### src/rtl/instr_fetch_sequencer.sv
// Instruction fetch and four-step timing sequencer that feeds iin and Contador to the control unit.
// Define FETCH_HALT_OPCODE_EN to make opcode 3'b011 stop the sequencer in HALT until reset.
module instr_fetch_sequencer #(
    parameter int ADDR_W     = 8,
    parameter int START_ADDR = 0
) (
    input  logic              clock,
    input  logic              Resetn,
    input  logic              run,
    output logic              mem_req,
    output logic [ADDR_W-1:0] mem_addr,
    input  logic              mem_ack,
    input  logic [15:0]       mem_rdata,
    output logic [15:0]       iin,
    output logic [1:0]        Contador,
    output logic              busy,
    output logic              halted
);

    typedef enum logic [1:0] {
        IDLE,
        FETCH,
        EXEC,
        HALT
    } state_t;

    localparam logic [ADDR_W-1:0] START_PC    = ADDR_W'(START_ADDR);
    localparam logic [2:0]        HALT_OPCODE = 3'b011;
    localparam logic [1:0]        LAST_STEP   = 2'd3;

`ifdef FETCH_HALT_OPCODE_EN
    localparam logic HALT_EN = 1'b1;
`else
    localparam logic HALT_EN = 1'b0;
`endif

    state_t            state;
    logic [ADDR_W-1:0] pc;
    logic              is_halt;

    assign is_halt  = HALT_EN && (mem_rdata[15:13] == HALT_OPCODE);
    assign mem_addr = pc;

`ifdef FETCH_HALT_OPCODE_EN
    assign halted = (state == HALT);
`else
    assign halted = 1'b0;
`endif

    // NOTE: all sequential state uses non-blocking assignments so every register samples pre-edge values.
    always_ff @(posedge clock or posedge Resetn) begin
        if (Resetn) begin
            state    <= IDLE;
            pc       <= START_PC;
            iin      <= 16'h0000;
            Contador <= LAST_STEP;
            mem_req  <= 1'b0;
            busy     <= 1'b0;
        end else begin
            case (state)
                IDLE: begin
                    if (run) begin
                        state   <= FETCH;
                        mem_req <= 1'b1;
                        busy    <= 1'b1;
                    end
                end
                FETCH: begin
                    // Request and address stay put until the memory acknowledges.
                    if (mem_ack) begin
                        iin     <= mem_rdata;
                        pc      <= pc + ADDR_W'(1);
                        mem_req <= 1'b0;
                        if (is_halt) begin
                            state <= HALT;
                            busy  <= 1'b0;
                        end else begin
                            state    <= EXEC;
                            Contador <= 2'd0;
                        end
                    end
                end
                EXEC: begin
                    // run is only looked at on the last step, so an instruction is never cut short.
                    if (Contador == LAST_STEP) begin
                        state   <= run ? FETCH : IDLE;
                        mem_req <= run;
                        busy    <= run;
                    end else begin
                        Contador <= Contador + 2'd1;
                    end
                end
                HALT: begin
                    state <= HALT;
                end
                default: begin
                    state <= IDLE;
                end
            endcase
        end
    end

endmodule

### config.mk
export PLATFORM = sky130hd
export DESIGN_NAME = instr_fetch_sequencer
export DESIGN_NICKNAME = d
export VERILOG_FILES = /design/src/rtl/instr_fetch_sequencer.sv
export SDC_FILE = /design/constraint.sdc
export NUM_CORES = 1
export LEC_CHECK = 0
export CORE_MARGIN = 2
export CORE_UTILIZATION = 43
export CTS_CLUSTER_SIZE = 20
export DETAILED_ROUTE_END_ITERATION = 7
export HOLD_SLACK_MARGIN = 0.08
export PLACE_DENSITY = 0.77
export SLEW_MARGIN = 30
export SYNTH_ARGS = -nofsm -noshare
export SYNTH_HDL_FRONTEND = slang
export SYNTH_SLANG_ARGS = --single-unit
### constraint.sdc
create_clock -name clock -period 1.3 [get_ports clock]
set_input_delay 0.39 -clock clock [delete_from_list [all_inputs] [get_ports clock]]
set_output_delay 0.39 -clock clock [all_outputs]
set_load 0.005 [all_outputs]
==> impl_results.html <==
<table>
<tr><th>Metric</th><th>Value</th></tr>
<tr><th colspan="2">Run status</th></tr>
<tr><td>Outcome</td><td>finished, violations left</td></tr>
<tr><td>Violated checks</td><td>negative setup slack</td></tr>
<tr><th colspan="2">Timing</th></tr>
<tr><td>Count of endpoints failing hold in the final timing report</td><td>0</td></tr>
<tr><td>Final Max Slew Viols</td><td>0</td></tr>
<tr><td>Worst path setup slack after routing</td><td>-53.66 ps</td></tr>
<tr><td>Final critical path time including I/O delays and setup</td><td>about 1400 ps</td></tr>
<tr><td>Final setup violation count</td><td>2</td></tr>
<tr><td>Setup repair after global routing missed its margin</td><td>true</td></tr>
<tr><td>Final Skew</td><td>11.51 ps</td></tr>
<tr><td>Max Freq</td><td>~740 MHz</td></tr>
<tr><td>Final period util</td><td>104.1%</td></tr>
<tr><th colspan="2">Cells and area</th></tr>
<tr><td>Most common cell after layout, fill and taps aside</td><td>sky130_fd_sc_hd__nand2_1</td></tr>
<tr><td>Area growth from synthesis to layout</td><td>52.27%</td></tr>
<tr><td>Layout net count</td><td>240</td></tr>
<tr><td>Commonest cells after routing, fill and taps aside</td><td>sky130_fd_sc_hd__nand2_1, sky130_fd_sc_hd__buf_4, sky130_fd_sc_hd__dfrtp_1, sky130_fd_sc_hd__buf_2, sky130_fd_sc_hd__clkdlybuf4s50_1</td></tr>
<tr><td>End-of-flow core utilization</td><td>around two thirds</td></tr>
<tr><td>Layout cell share with drive strength beyond 1</td><td>between 30% and 40%</td></tr>
<tr><td>Ant diodes</td><td>0</td></tr>
<tr><th colspan="2">Global route</th></tr>
<tr><td>Largest net degree at the start of global routing</td><td>31</td></tr>
<tr><td>Initial antenna violation count</td><td>0</td></tr>
<tr><td>Wire length of the first global-routing pass</td><td>5064 um</td></tr>
<tr><td>Via count of the first global-routing pass</td><td>around 1,200</td></tr>
<tr><td>Total congestion overflow</td><td>0</td></tr>
<tr><td>Total routing usage reported by global routing</td><td>between 10% and 20%</td></tr>
<tr><th colspan="2">Critical path</th></tr>
<tr><td>Depth of the worst register-to-register path</td><td>6</td></tr>
<tr><td>Critical path buffer and inverter count</td><td>1</td></tr>
<tr><td>CP Class</td><td>reg -&gt; out</td></tr>
<tr><td>Crit path max-delay cell type</td><td>sky130_fd_sc_hd__dfstp_2</td></tr>
<tr><td>Required time reported for the critical path endpoint</td><td>slightly above 900 ps</td></tr>
<tr><td>End of the worst register-to-register path</td><td>mem_addr[6]</td></tr>
<tr><td>Peak fanout along the critical path</td><td>2</td></tr>
<tr><td>Register-to-Register Setup Slack</td><td>about 40 ps</td></tr>
<tr><td>Critical Path Start Type</td><td>flop</td></tr>
<tr><td>Cell type group with the largest total delay on the critical path</td><td>flip-flops</td></tr>
<tr><td>Stage delay of the slowest cell on the critical path</td><td>between 500 and 600 ps</td></tr>
<tr><td>Crit path capture type</td><td>output port</td></tr>
<tr><td>Worst flop-to-flop path startpoint</td><td>mem_addr[1]</td></tr>
<tr><td>Cells along the critical path</td><td>buf_2</td></tr>
<tr><td>Data arrival time of the critical path</td><td>~960 ps</td></tr>
<tr><th colspan="2">Logic synthesis</th></tr>
<tr><td>Seq/Total Area, Yosys</td><td>56.90%</td></tr>
<tr><td>FFs w/ async S/R, synth</td><td>100.0%</td></tr>
<tr><td>Synth Net Count</td><td>160</td></tr>
<tr><td>Primary flip-flop cell chosen by synthesis mapping</td><td>sky130_fd_sc_hd__dfrtp_1</td></tr>
<tr><td>Post-synthesis area per instance</td><td>about 9.7 um2</td></tr>
<tr><td>Number of unique standard cell types used by synthesis</td><td>26</td></tr>
<tr><td>Yosys Warn Count</td><td>0</td></tr>
<tr><td>Number of cells produced by synthesis</td><td>137</td></tr>
<tr><td>Number of flip-flops and latches in the synthesized netlist</td><td>30</td></tr>
<tr><td>Post-synth EDFFs</td><td>0</td></tr>
<tr><td>Area of the mapped netlist</td><td>1324 um2</td></tr>
<tr><th colspan="2">Floorplanning</th></tr>
<tr><td>Placeable Area</td><td>a little under 3000 um2</td></tr>
<tr><td>Initial cell density of the core</td><td>approximately 44%</td></tr>
<tr><td>Die extent in y</td><td>approximately 60 um</td></tr>
<tr><td>Chip width</td><td>59.49 um</td></tr>
<tr><td>I/O Pins</td><td>49</td></tr>
<tr><td>Overall die area</td><td>~3500 um2</td></tr>
<tr><td>Number of cell rows</td><td>20</td></tr>
<tr><th colspan="2">Power and ir drop</th></tr>
<tr><td>Total power density per cell area</td><td>roughly 2000 nW/um2</td></tr>
<tr><td>Worst vdd rail ir drop</td><td>around 1.1 mV</td></tr>
<tr><td>Pwr Total</td><td>~4000 uW</td></tr>
<tr><td>Leakage power</td><td>~0.0011 uW</td></tr>
<tr><th colspan="2">Clock network</th></tr>
<tr><td>Hold buffer count at CTS</td><td>0</td></tr>
<tr><td>Clock-pin slew of the registers on the worst-case setup and hold paths</td><td>roughly 90 ps</td></tr>
<tr><td>Number of levels in the clock H-tree</td><td>2</td></tr>
<tr><td>Clock tree from TritonCTS</td><td>done</td></tr>
<tr><td>Root Buffer Master</td><td>sky130_fd_sc_hd__clkbuf_4</td></tr>
<tr><td>Clock sink count</td><td>30</td></tr>
<tr><td>Buffers from clock root to sink, at most</td><td>2</td></tr>
<tr><td>Number of CTS-inserted buffers</td><td>5</td></tr>
<tr><td>Clock insertion delay at the later pin of the skew report</td><td>approximately 320 ps</td></tr>
<tr><th colspan="2">Route</th></tr>
<tr><td>Drt initial violations</td><td>31</td></tr>
<tr><td>Detailed-routing iteration count for the pre-antenna-repair pass</td><td>4</td></tr>
<tr><td>DRC violations left</td><td>0</td></tr>
<tr><td>Vias per cell</td><td>4.811</td></tr>
<tr><td>WL per Instance</td><td>~13 um</td></tr>
<tr><td>Detailed-route via count</td><td>around 1,200</td></tr>
<tr><td>Wirelength, routed</td><td>between 3000 and 4000 um</td></tr>
<tr><td>Antenna Nets Post-Route</td><td>0</td></tr>
<tr><th colspan="2">Placement</th></tr>
<tr><td>PortBufs</td><td>47</td></tr>
<tr><td>Routability cong.</td><td>~0.7</td></tr>
<tr><td>HPWL Detailed</td><td>~2200 um</td></tr>
<tr><th colspan="2">Run</th></tr>
<tr><td>MaxCap Viol Count</td><td>0</td></tr>
<tr><th colspan="2">Min path</th></tr>
<tr><td>Hold Crit Class</td><td>in -&gt; async</td></tr>
</table>
[metrics by stage]
step                area (um2)  instances  TNS, ps  setup WS (ps)  hold slack [ps]
floorplan                 1324        137        0          63.01            464.7
global placement          1941        230    -7511         -298.1            457.5
detailed placement        1941        230    -7862         -315.1            461.7
CTS                       1982        248   -111.5         -57.18            385.1
global route              2016        249   -246.9         -99.49            431.1
finish                    2016        249   -95.29         -53.66            385.4
[registers in the layout, indices dropped and copies added (netlist names)]
| register | cells |
|---|---|
| iin | 16 |
| mem_req | 1 |
| state | 2 |
| Contador | 2 |
| mem_addr | 8 |
| busy | 1 |
[logic make-up (layout without fill, tap and decap cells)]
group                    count (synthesis)  after routing  synth area share (%)
flip-flops                              30             30                 56.90
AO/OA/AOI/OAI                           11             11                 4.727
XOR/XNOR                                 7              7                 4.631
buffers and inverters                    8             87                 4.347
other                                    1              1                0.2833
AND/OR/NAND/NOR                         77             77                 26.27
adder cells (fa/ha/maj)                  3              3                 2.836
[metal layers]
| layer | global-route usage (%) | vias to the layer above | share of wire, % |
|---|---|---|---|
| met5 | 0 | - | 0 |
| met4 | 8.442 | 0 | 1.4 |
| met3 | 7.424 | 5 | 5.3 |
| met2 | 33.91 | 33 | 55 |
| met1 | 21.40 | 565 | 39 |
| li1 | - | 595 | - |
[worst register-to-register path, stage by stage, from the launching register on]
cell,delay (ps)
sky130_fd_sc_hd__dfrtp_1,390
sky130_fd_sc_hd__buf_4,130
sky130_fd_sc_hd__buf_4,130
sky130_fd_sc_hd__ha_1,210
sky130_fd_sc_hd__nand2_1,110
sky130_fd_sc_hd__nor3_2,50
sky130_fd_sc_hd__xor2_1,140
[final cells by class]
type | count | area, um2
fillers | 238 | 962.2
flip-flops and latches | 30 | 753.2
well taps | 33 | 41.29
repair buffers | 79 | 589.3
clock buffers | 6 | 51.30
inverters | 2 | 7.507
multi-input cells | 99 | 573.1
[power breakdown]
part	internal, uW	total [uW]	switching [uW]
Sequential	1320	1510	189
Clock	243	531	288
Combinational	1020	1940	924
[what timing repair did]
| item | CTS | global route |
|---|---|---|
| resized for setup | 113 | 10 |
| pin swaps | 0 | 3 |
| buffers inserted | 12 | 1 |
| endpoints found under the setup margin | 32 | 24 |
[synthesized netlist by cell type (3+ instances only)]
library cell                n  share of area [%]
sky130_fd_sc_hd__a21oi_1    4                1.5
sky130_fd_sc_hd__buf_4      3                1.7
sky130_fd_sc_hd__dfrtp_1   28                 53
sky130_fd_sc_hd__ha_1       3                2.8
sky130_fd_sc_hd__nand2_1   58                 16
sky130_fd_sc_hd__nand2b_1   4                1.9
sky130_fd_sc_hd__nor2_1     4                1.1
sky130_fd_sc_hd__nor3_1     3                1.1
sky130_fd_sc_hd__o21ai_0    4                1.5
sky130_fd_sc_hd__xnor2_1    4                2.6
sky130_fd_sc_hd__xor2_1     3                2.0
[how the worst max path moves through the flow]
stage                start           to  depth (start not counted)
2_1_floorplan  Contador[0]  Contador[0]                          4
3_3_place_gp       mem_ack       iin[9]                          5
3_5_place_dp       mem_ack       iin[7]                          5
4_1_cts        Contador[0]  Contador[0]                          1
5_1_grt        Contador[0]  Contador[0]                          1
6_report       Contador[1]  Contador[1]                          1
(Power assumes the default switching activity.)
